===== src/rtl/knn_topk_classifier.sv =====
// Streaming K-nearest-neighbour back end: running sorted top-K list, sequential vote, result handshake.
// Optional build macro KNN_TIE_NEAREST_EN: vote ties go to the class owning the nearer neighbour.
module knn_topk_classifier #(
   parameter int W           = 16,
   parameter int TYPE_W      = 3,
   parameter int K           = 7,
   parameter int NUM_CLASSES = 8,
   parameter int CNT_W       = $clog2(K+1)
) (
   input  logic              clk,
   input  logic              rst,
   input  logic              in_valid,
   output logic              in_ready,
   input  logic [W-1:0]      in_dist,
   input  logic [TYPE_W-1:0] in_type,
   input  logic              in_last,
   output logic              out_valid,
   input  logic              out_ready,
   output logic [TYPE_W-1:0] out_type,
   output logic [CNT_W-1:0]  out_votes,
   output logic [W-1:0]      out_min_dist,
   output logic              busy,
   output logic [1:0]        dbg_state
);

   // Handshakes: a transfer happens on a rising edge where valid and ready are both high;
   // valid is never withdrawn by the producer and data is held stable until the transfer.

   localparam int CLS_N = 2**TYPE_W;
   localparam int KI_W  = (K > 1) ? $clog2(K) : 1;
   localparam int RK_W  = $clog2(K+1);

   localparam logic [1:0] S_COLLECT = 2'd0;
   localparam logic [1:0] S_VOTE    = 2'd1;
   localparam logic [1:0] S_SCAN    = 2'd2;
   localparam logic [1:0] S_DONE    = 2'd3;

   function automatic logic [CLS_N-1:0] votable_mask();
      logic [CLS_N-1:0] m;
      for (int j = 0; j < CLS_N; j++) m[j] = (j < NUM_CLASSES);
      return m;
   endfunction

   // Labels at or above NUM_CLASSES are kept in the list but never counted.
   localparam logic [CLS_N-1:0] VOTABLE = votable_mask();

   logic [1:0]        state_q, state_d;
   logic [W-1:0]      dist_q [K];
   logic [W-1:0]      dist_d [K];
   logic [TYPE_W-1:0] type_q [K];
   logic [TYPE_W-1:0] type_d [K];
   logic [K-1:0]      vld_q, vld_d;
   logic [CNT_W-1:0]  cnt_q [CLS_N];
   logic [CNT_W-1:0]  cnt_d [CLS_N];
   logic [KI_W-1:0]   vi_q, vi_d;
   logic [TYPE_W-1:0] sc_q, sc_d;
   logic [TYPE_W-1:0] best_type_q, best_type_d;
   logic [CNT_W-1:0]  best_cnt_q, best_cnt_d;
`ifdef KNN_TIE_NEAREST_EN
   logic [RK_W-1:0]   rank_q [CLS_N];
   logic [RK_W-1:0]   rank_d [CLS_N];
   logic [RK_W-1:0]   best_rank_q, best_rank_d;
`endif

   logic [K-1:0]      gt;
   logic              accept;
   logic [TYPE_W-1:0] cur_type;
   logic              take;

   // gt[i]: new sample belongs at or above slot i; monotonic because the list is sorted
   // and invalid slots sit at the tail. Strict compare keeps equal distances stable.
   always_comb begin
      for (int i = 0; i < K; i++) gt[i] = !vld_q[i] || (dist_q[i] > in_dist);
   end

   assign accept       = in_valid && (state_q == S_COLLECT);
   assign in_ready     = (state_q == S_COLLECT);
   assign out_valid    = (state_q == S_DONE);
   assign busy         = (state_q != S_COLLECT);
   assign out_type     = best_type_q;
   assign out_votes    = best_cnt_q;
   assign out_min_dist = dist_q[0];
   assign dbg_state    = state_q;
   assign cur_type     = type_q[vi_q];

   always_comb begin
      state_d     = state_q;
      dist_d      = dist_q;
      type_d      = type_q;
      vld_d       = vld_q;
      cnt_d       = cnt_q;
      vi_d        = vi_q;
      sc_d        = sc_q;
      best_type_d = best_type_q;
      best_cnt_d  = best_cnt_q;
      take        = 1'b0;
`ifdef KNN_TIE_NEAREST_EN
      rank_d      = rank_q;
      best_rank_d = best_rank_q;
`endif
      case (state_q)
         S_COLLECT: begin
            if (accept) begin
               if (gt[0]) begin
                  dist_d[0] = in_dist;
                  type_d[0] = in_type;
                  vld_d[0]  = 1'b1;
               end
               for (int i = 1; i < K; i++) begin
                  if (gt[i]) begin
                     if (gt[i-1]) begin
                        dist_d[i] = dist_q[i-1];
                        type_d[i] = type_q[i-1];
                        vld_d[i]  = vld_q[i-1];
                     end else begin
                        dist_d[i] = in_dist;
                        type_d[i] = in_type;
                        vld_d[i]  = 1'b1;
                     end
                  end
               end
               if (in_last) begin
                  state_d     = S_VOTE;
                  vi_d        = '0;
                  best_type_d = '0;
                  best_cnt_d  = '0;
`ifdef KNN_TIE_NEAREST_EN
                  best_rank_d = RK_W'(K);
                  for (int c = 0; c < CLS_N; c++) rank_d[c] = RK_W'(K);
`endif
               end
            end
         end
         S_VOTE: begin
            if (vld_q[vi_q] && VOTABLE[cur_type]) begin
               cnt_d[cur_type] = cnt_q[cur_type] + CNT_W'(1);
`ifdef KNN_TIE_NEAREST_EN
               // Slots are visited nearest first, so the first hit is the nearest rank.
               if (rank_q[cur_type] == RK_W'(K)) rank_d[cur_type] = RK_W'(vi_q);
`endif
            end
            if (vi_q == KI_W'(K-1)) begin
               state_d = S_SCAN;
               sc_d    = '0;
            end else begin
               vi_d = vi_q + KI_W'(1);
            end
         end
         S_SCAN: begin
            take = cnt_q[sc_q] > best_cnt_q;
`ifdef KNN_TIE_NEAREST_EN
            if ((cnt_q[sc_q] == best_cnt_q) && (cnt_q[sc_q] != '0) &&
                (rank_q[sc_q] < best_rank_q)) take = 1'b1;
            if (take) best_rank_d = rank_q[sc_q];
`endif
            if (take) begin
               best_type_d = sc_q;
               best_cnt_d  = cnt_q[sc_q];
            end
            if (sc_q == TYPE_W'(NUM_CLASSES-1)) state_d = S_DONE;
            else sc_d = sc_q + TYPE_W'(1);
         end
         default: begin
            if (out_ready) begin
               state_d = S_COLLECT;
               vld_d   = '0;
               for (int i = 0; i < K; i++) begin
                  dist_d[i] = '1;
                  type_d[i] = '0;
               end
               for (int c = 0; c < CLS_N; c++) cnt_d[c] = '0;
            end
         end
      endcase
   end

   always_ff @(posedge clk) begin
      if (rst) begin
         state_q     <= S_COLLECT;
         vld_q       <= '0;
         vi_q        <= '0;
         sc_q        <= '0;
         best_type_q <= '0;
         best_cnt_q  <= '0;
         for (int i = 0; i < K; i++) begin
            dist_q[i] <= '1;
            type_q[i] <= '0;
         end
         for (int c = 0; c < CLS_N; c++) cnt_q[c] <= '0;
`ifdef KNN_TIE_NEAREST_EN
         best_rank_q <= RK_W'(K);
         for (int c = 0; c < CLS_N; c++) rank_q[c] <= RK_W'(K);
`endif
      end else begin
         state_q     <= state_d;
         vld_q       <= vld_d;
         vi_q        <= vi_d;
         sc_q        <= sc_d;
         best_type_q <= best_type_d;
         best_cnt_q  <= best_cnt_d;
         for (int i = 0; i < K; i++) begin
            dist_q[i] <= dist_d[i];
            type_q[i] <= type_d[i];
         end
         for (int c = 0; c < CLS_N; c++) cnt_q[c] <= cnt_d[c];
`ifdef KNN_TIE_NEAREST_EN
         best_rank_q <= best_rank_d;
         for (int c = 0; c < CLS_N; c++) rank_q[c] <= rank_d[c];
`endif
      end
   end

endmodule

===== config.mk =====
export PLATFORM = sky130hd
export DESIGN_NAME = knn_topk_classifier
export DESIGN_NICKNAME = d
export VERILOG_FILES = /design/src/rtl/knn_topk_classifier.sv
export SDC_FILE = /design/constraint.sdc
export NUM_CORES = 1
export LEC_CHECK = 0
export ABC_AREA = 1
export BUFFER_PORTS_ARGS = -buffer_cell sky130_fd_sc_hd__buf_4
export CAP_MARGIN = 0
export CORE_UTILIZATION = 60
export DETAILED_ROUTE_END_ITERATION = 16
export GPL_ROUTABILITY_DRIVEN = 1
export PLACE_DENSITY = 0.78
export SLEW_MARGIN = 40
export SYNTH_ARGS = -nofsm -noshare
export SYNTH_HDL_FRONTEND = slang
export SYNTH_SLANG_ARGS = --single-unit
export TNS_END_PERCENT = 100

===== constraint.sdc =====
create_clock -name clk -period 5 [get_ports clk]
set_clock_uncertainty 0.05 [all_clocks]
set_input_delay 0.25 -clock clk [delete_from_list [all_inputs] [get_ports clk]]
set_output_delay 0.25 -clock clk [all_outputs]
set_load 0.005 [all_outputs]

==> results.toml, run 1 <==
[floorplan]
num_rows = 51
die_x_microns = 144
start_util_pct = 61.8
ios = 51
die_area_sq_um = 20700
die_height_microns = 144
core_region_area_sq_um = 19600

[finish]
fin_area_sq_um = 12900
area_growth_pct = 6.90
n_antenna_cell = 0
fillerInstances = 1810
nNetsFinal = 1986
drive_above_1_share_pct = 8.37
finalNonFillerCells = 2116

[clock_network]
ctsHoldBuffers = 0
path_clk_slew_ns = 0.08
cts.sink_count = 178
post_cts_buffers = 0
cts_buffers = 17
h-tree-depth = 4
clockRootBuffer = "clkbuf_16"
clk_latency_ns = 0.45
cts_tree = "built"
clk_path_buf_depth = 2
ctsResizeCount = 0

[place]
dp_hpwl_microns = 23700
dp_cells = 2084
gp_congestion = 0.940
dpl_cell_area_sq_um = 12300
port_buffers = 50

[timing]
hold_viol = 0
setup_viol = 0
timing.fmax_ghz = 0.295
drv_slew = 0
relSlewSlack_pct = 44.2
tns_ns = 0
fin_crit_sh_pct = 67.9
worstMarginPinSlew_ns = 0.837
grt_setup_unrepaired = "no"
finalCriticalPeriod_ns = 3.39

[global_routing]
grt_overflow = 0
grt_pass1_vias = 11100
antenna_found_initial = 0
grt_max_degree = 106
grt_pass1_wl_microns = 53900
track_usage_pct = 32.9

[drt]
drcViolationCount = 0
totalWireLength_microns = 32900
routed-wl-met2_microns = 14700
drt_first_iter_violations = 1148
vias = 12000
top_layer = "met4"
dr.pass1.iters = 5
vias_per_cell = 5.67
wl_met3_microns = 2430
routedWlPerCell_microns = 15.5
ant_nets = 0
wirelength_met1_microns = 15100

[pwr]
peakVddDrop_uv = 393
p_leak_nw = 6.58
powerDensity_nw_per_um2 = 613

[synth]
ys_ff_latch = 178
synth_commonest_cells = "719 x nand2_1, 235 x nand3_1, 178 x dfxtp_1"
ys_types = 41
synth_nets = 2013
synth.area.top_cells = "dfxtp_1 29%, nand2_1 22%, ha_1 13%"
synth_edf_count = 0
synthCells = 1865
yosysWarnings = 0
syn-cell-area_sq_um = 12100
yosysSeqAreaShare_pct = 29.4
syn_area_per_cell_sq_um = 6.49
synth-async-reset-ratio_pct = 0
synth_top_area_cell = "dfxtp_1"
synth_most_common_cell = "nand2_1"
synthDominantCellAreaShare_pct = 29.4
ys.flop_type = "dfxtp_1"

[worst_setup_path]
worst_setup_path_start_kind = "flip-flop"
crit_arrival_ns = 3.67
path_class = "flip-flop to flip-flop"
required_ns = 5.28
reg2reg_slack_ns = 1.61
crit_path_max_fanout = 16
critPathCaptureType = "flip-flop"

[worst_hold_path]
hold_path_class = "input port to flip-flop"

[job]
maxCapViolations = 0

[outcome]
status = "finished clean"
-- registers in the layout, summed over array words and instances, names as in the netlist, 3 cells and up --
name,flops
out_votes,3
sc_q,3
cnt_q,24
type_q,21
dist_q,96
out_type,3
vld_q,7
vi_q,3
out_min_dist,16
-- worst max-delay path, stage by stage, from the launching register on --
cell	delay, ns
dfxtp_1	0.65
inv_1	0.33
a21oi_1	0.19
o21ai_0	0.09
nand2_1	0.08
nor2_1	0.04
a31oi_1	0.31
ha_1	0.33
a21oi_1	0.14
o21ai_0	0.09
nand2_1	0.06
nand2_1	0.12
nand3_1	0.33
inv_1	0.18
o21ai_0	0.21
nor2_1	0.05
-- kinds of logic after synthesis --
kind of cell    Yosys count  share of synthesized area [%]
compound gates          207                           9.29
xor+xnor                  1                         0.0724
fa+ha+maj               124                           12.8
buf+inv                 218                           7.94
flops                   178                           29.4
simple gates           1137                           40.4
-- cells in the final DEF (no fill, tap or decap), types with 4 or more instances in the layout --
master	netlist	layout
nand2_1	719	719
nand3_1	235	235
dfxtp_1	178	178
ha_1	124	123
a21oi_1	120	120
nor2_1	106	106
inv_1	105	104
buf_4	23	55
o21ai_0	46	46
nand2_2	21	21
nand4_1	18	18
o21ai_1	17	17
clkbuf_16	0	17
inv_2	8	8
nand2_4	7	7
nor2_4	7	7
nor3_1	7	7
inv_6	1	6
o211ai_1	5	5
inv_8	0	5
nand3_2	4	4
or2_2	4	4
a211oi_1	4	4
-- area by class of cell --
class	count	area (sq um)	share of cell area, %
Sequential cell	178	3560	27.5
Clock buffer	17	425	3.29
Clock inverter	15	169	1.31
Tap cell	265	332	2.56
Timing Repair Buffer	55	413	3.19
Inverter	117	454	3.51
Multi-Input combinational cell	1469	7580	58.6
-- per-layer routing --
metal | global-route usage, % | vias up
li1 | - | 6018
met1 | 44.0 | 5493
met2 | 53.6 | 437
met3 | 5.23 | 47
met4 | 11.2 | 0
met5 | 0 | -
-- power by group --
| part | switching, mW | internal, mW |
|---|---|---|
| logic | 2.96 | 1.44 |
| clock network | 0.670 | 0.715 |
| registers | 0.353 | 1.80 |
| total | 3.98 | 3.95 |
-- final timing paths --
| kind | from | endpoint | cells after the start |
|---|---|---|---|
| max reg2reg | sc_q[0] | out_votes[0] | 15 |
| max | sc_q[0] | out_votes[0] | 15 |
| min | in_dist[14] | out_min_dist[14] | 3 |
| min reg2reg | cnt_q[17] | cnt_q[17] | 2 |
-- metrics by stage --
step / hold slack [ns] / setup slack, ns / util, % / power, mW
after floorplan: 0.335 / 2.67 / - / 5.55
after global placement: 0.400 / 1.38 / 63.0 / 6.35
after detailed placement: 0.405 / 1.34 / 63.0 / 6.46
after CTS: 0.0877 / 1.66 / 66.0 / 7.87
after global routing: 0.104 / 1.31 / 66.0 / 8.63
final: 0.0986 / 1.61 / 66.0 / 7.93
Note: power is estimated with default switching activity, not from simulation.
==> run 2, diff against run 1 <==
--- a/config.mk
+++ b/config.mk
@@ -8,10 +8,10 @@
 export ABC_AREA = 1
 export BUFFER_PORTS_ARGS = -buffer_cell sky130_fd_sc_hd__buf_4
 export CAP_MARGIN = 0
-export CORE_UTILIZATION = 60
+export CORE_UTILIZATION = 57
 export DETAILED_ROUTE_END_ITERATION = 16
 export GPL_ROUTABILITY_DRIVEN = 1
-export PLACE_DENSITY = 0.78
+export PLACE_DENSITY = 0.77
 export SLEW_MARGIN = 40
 export SYNTH_ARGS = -nofsm -noshare
 export SYNTH_HDL_FRONTEND = slang
==> constraint.sdc (replaced) <==
create_clock -name clk -period 3 [get_ports clk]
set_clock_uncertainty 0.05 [all_clocks]
set_input_delay 0.15 -clock clk [delete_from_list [all_inputs] [get_ports clk]]
set_output_delay 0.15 -clock clk [all_outputs]
set_load 0.005 [all_outputs]
==> results.toml, run 2 (synthesis gave the netlist of run 1 again) <==
[floorplan]
num_rows = 52
start_util_pct = 59.1
die_area_sq_um = 21800
die_x_microns = 148
core_region_area_sq_um = 20500
die_height_microns = 148
ios = 51

[job]
maxCapViolations = 0

[finish]
mostFrequentLayoutCells = "719 x nand2_1, 235 x nand3_1, 177 x dfxtp_1, 123 x ha_1, 120 x a21oi_1"
reg.largest.list = "dist_q x96, cnt_q x24, type_q x21"
utilization_pct = 64.6
n_antenna_cell = 0
largest_reg_flops = 96
nNetsFinal = 2020
area_growth_pct = 9.31
fillerInstances = 1867
drive_above_1_share_pct = 9.92
final_common_cell = "nand2_1"
top_register = "dist_q"

[pwr]
p_leak_nw = 6.73
swShare_pct = 48.7
internal-power_mw = 6.89
p_seq_share_pct = 26.2
p_comb_share_pct = 56.3
p_clk_share_pct = 17.4
peakVddDrop_uv = 554
p_sw_mw = 6.55
powerDensity_nw_per_um2 = 1020
finalPower_mw = 13.4

[clock_network]
clk_latency_ns = 0.44
cts.sink_count = 178
path_clk_slew_ns = 0.07
cts_tree = "built"
h-tree-depth = 4
clk_path_buf_depth = 2
clockRootBuffer = "clkbuf_16"
cts_buffers = 17

[global_routing]
grt_pass1_wl_microns = 54800
grt_overflow = 0
antenna_found_initial = 0
grt_pass1_vias = 11300
grt_max_degree = 56
track_usage_pct = 30.9

[drt]
dr.pass1.iters = 6
totalWireLength_microns = 32800
vias_per_cell = 5.61
vias = 12100
ant_nets = 0
drcViolationCount = 0
drt_first_iter_violations = 947
routedWlPerCell_microns = 15.2

[timing]
worstMarginPinSlew_ns = 0.725
drv_slew = 0
finalCriticalPeriod_ns = 2.86
setup_ws_ns = 0.139
relSlewSlack_pct = 51.7
setup_viol = 0
hold_viol = 0
fin_crit_sh_pct = 95.4
timing.fmax_ghz = 0.350

[worst_setup_path]
worst_setup_path_start_kind = "input port"
required_ns = 3.25
critPathCaptureType = "flip-flop"
crit_arrival_ns = 3.11
crit_path_max_fanout = 16
path_class = "input port to flip-flop"

[place]
dp_hpwl_microns = 24000
gp_congestion = 0.896
port_buffers = 50
post-place-ws_ns = 0.342

[outcome]
status = "finished clean"

[worst_hold_path]
hold_path_class = "input port to flip-flop"
-- run 2: power by group through the flow --
stage / clock network (mW) / registers (mW) / logic, mW
final: 2.34 / 3.53 / 7.57
after global routing: 2.44 / 3.60 / 8.57
after CTS: 2.35 / 3.51 / 7.50
after detailed placement: 0 / 3.56 / 7.41
after global placement: 0 / 3.54 / 7.21
after floorplan: 0 / 3.39 / 5.86
-- run 2: worst paths after layout --
kind	slack, ns	from	to	depth (start not counted)
worst max-delay path	0.14	in_dist[15]	dist_q[54]	17
worst min-delay path	0.02	in_type[2]	type_q[20]	3
worst max register to register	0.28	vi_q[1]	cnt_q[22]	16
worst min register to register	0.41	cnt_q[3]	cnt_q[3]	2
-- run 2: timing repair --
action | 4_1_cts | 5_1_grt
gates resized for setup | 0 | 3
setup buffers | 0 | 4
endpoints found under the setup margin | 0 | 5
endpoints found under the hold margin | 4 | 0
hold buffers | 4 | 0
-- run 2: worst max-delay path, cell delays in order --
cell           delay, ns
dlygate4sd3_1       0.53
buf_4               0.17
clkinvlp_4          0.24
buf_4               0.21
ha_1                0.31
nand4_1             0.13
nor2_1              0.24
nand2_1             0.08
nand2_1             0.06
nand2_1             0.10
nand2_2             0.10
nand2_2             0.08
nand2_1             0.15
nand2_1             0.16
buf_4               0.23
nand2_1             0.08
nand3_1             0.08
-- run 2: layout make-up --
type	count	area, sq um	share of cell area (%)
Timing Repair Buffer	89	678	5.13
Clock inverter	10	125	0.946
Tap cell	270	338	2.55
Clock buffer	22	484	3.66
Multi-Input combinational cell	1469	7580	57.3
Inverter	117	459	3.47
Sequential cell	178	3560	26.9
-- run 2: through the flow --
stage / TNS [ns] / instances / hold WS, ns / cell area (sq um)
5_1_grt: -0.00795 / 2155 / 0.0154 / 13200
3_5_place_dp: 0 / 2115 / 0.403 / 12500
3_3_place_gp: 0 / 2115 / 0.400 / 12500
4_1_cts: 0 / 2151 / 0.0123 / 13200
6_report: 0 / 2155 / 0.0229 / 13200
2_1_floorplan: 0 / 1865 / 0.235 / 12100
-- run 2: metal layers --
| metal | global-route usage (%) | vias to the layer above | wire length [microns] |
|---|---|---|---|
| li1 | - | 6083 | - |
| met1 | 40.6 | 5539 | 14800 |
| met2 | 51.2 | 406 | 15000 |
| met3 | 5.00 | 67 | 2180 |
| met4 | 10.9 | 0 | 713 |
| met5 | 0 | - | 0 |
==> run 3, diff against run 2 <==
--- a/config.mk
+++ b/config.mk
@@ -11,7 +11,8 @@
 export CORE_UTILIZATION = 57
 export DETAILED_ROUTE_END_ITERATION = 16
 export GPL_ROUTABILITY_DRIVEN = 1
-export PLACE_DENSITY = 0.77
+export MAX_ROUTING_LAYER = met4
+export PLACE_DENSITY = 0.78
 export SLEW_MARGIN = 40
 export SYNTH_ARGS = -nofsm -noshare
 export SYNTH_HDL_FRONTEND = slang
==> results.toml, run 3 (synthesis gave the netlist of run 1 again) <==
[worst_setup_path]
required_ns = 3.33
path_class = "input port to flip-flop"
crit_path_max_fanout = 16
r2r_start = "vi_q[0]"
crit_slowest_cell = "dlygate4sd3_1"
crit_chain = "dlygate4sd3_1 -> buf_4 -> inv_1 -> ha_1 -> nand2_1 -> inv_1 -> nand3_1 -> inv_1 -> a21oi_1 -> nand2_1 -> nand2_2 -> nand2_2 -> nand2_4 -> nand2_1 -> nand2_1 -> buf_4 -> nand2_1 -> nand3_1"
path_buf_inv = 6
critPathMaxStageDelay_ns = 0.53
worst_setup_path_start_kind = "input port"
critPathCaptureType = "flip-flop"
crit_family = "buffers and inverters"
crit_arrival_ns = 3.09
worstSetupStartpoint = "in_dist[15]"
cp_common_cell = "nand2_1"

[floorplan]
num_rows = 52
die_x_microns = 148
die_area_sq_um = 21800
die_height_microns = 148
ios = 51
start_util_pct = 59.1
core_region_area_sq_um = 20500

[timing]
timing.fmax_ghz = 0.363
relSlewSlack_pct = 53.5
fin_crit_sh_pct = 91.8
tns_ns = 0
holdWs_ns = 0.0381
drv_slew = 0
setup_viol = 0
worstMarginPinSlew_ns = 0.695
grt_setup_unrepaired = "no"
finalCriticalPeriod_ns = 2.75
setup_ws_ns = 0.247
hold_viol = 0

[finish]
utilization_pct = 64.7
finalNonFillerCells = 2157
area_growth_pct = 9.50
final_common_cell = "nand2_1"
nNetsFinal = 2023
drive_above_1_share_pct = 10.0
top_register = "dist_q"
mostFrequentLayoutCells = "719 x nand2_1, 235 x nand3_1, 177 x dfxtp_1, 123 x ha_1, 120 x a21oi_1"
largest_reg_flops = 96
reg.largest.list = "dist_q x96, cnt_q x24, type_q x21"
n_antenna_cell = 0

[place]
port_buffers = 50
gp_congestion = 0.919
post-place-ws_ns = 0.239
dp_hpwl_microns = 23900
dp_cells = 2122

[outcome]
status = "finished clean"

[global_routing]
antenna_found_initial = 0
grt_pass1_wl_microns = 53300
grt_overflow = 0
grt_pass1_vias = 10700
track_usage_pct = 30.9
grt_max_degree = 60

[pwr]
powerDensity_nw_per_um2 = 1000
peakVddDrop_uv = 483
p_leak_nw = 6.76

[drt]
routedWlPerCell_microns = 14.8
vias = 11900
drcViolationCount = 0
dr.pass1.iters = 6
vias_per_cell = 5.53
drt_first_iter_violations = 1108
totalWireLength_microns = 32000
ant_nets = 0

[clock_network]
path_clk_slew_ns = 0.07
cts_tree = "built"
h-tree-depth = 4
cts_buffers = 17
post_cts_buffers = 0
cts.sink_count = 178
clockRootBuffer = "clkbuf_16"
clk_path_buf_depth = 2
clk_latency_ns = 0.44

[worst_hold_path]
hold_path_class = "input port to flip-flop"
hp-start = "in_dist[4]"

[job]
maxCapViolations = 0
## run 3: final cells by class
class	instances	area, sq um
tap	270	338
clock inverter	12	138
clock buffer	19	453
fill	1856	7240
multi-input combinational	1469	7590
sequential	178	3560
inverter	117	455
timing repair buffer	92	713
## run 3: tightest hold or removal path, cell delays in order
cell and delay, ns:
buf_4 0.09, nand3_1 0.06, nand3_1 0.08, nand3_1 0.06, nand3_1 0.06
## run 3: power breakdown
| group | total [mW] | leakage (nW) | switching [mW] | internal, mW |
|---|---|---|---|---|
| clock network | 2.29 | 0.291 | 1.06 | 1.23 |
| registers | 3.53 | 1.47 | 0.530 | 3.00 |
| logic | 7.48 | 5.00 | 4.91 | 2.57 |
## run 3: final timing paths
path / endpoint / slack [ns] / cells past startpoint
max: dist_q[87] / 0.25 / 18
min: dist_q[4] / 0.04 / 5
max reg2reg: cnt_q[13] / 0.33 / 17
min reg2reg: cnt_q[7] / 0.41 / 2
## run 3: per-layer routing
layer,vias up,wire length (microns),GRT usage (%)
met2,425,13600,45.4
met5,-,0,-
met4,0,527,7.16
met3,48,2550,5.00
met1,5364,15400,44.2
li1,6098,-,-
## run 3: timing repair
action,in CTS,in global routing
endpoints found under the setup margin,0,22
endpoints found under the hold margin,4,0
gates resized for setup,0,4
hold buffers,4,0
## run 3: per-stage QoR
stage                     total power [mW]  area, sq um
after floorplan                       9.25        12100
after global placement                10.7        12600
after detailed placement              10.9        12600
after CTS                             13.2        13200
after global routing                  14.5        13300
final                                 13.3        13300
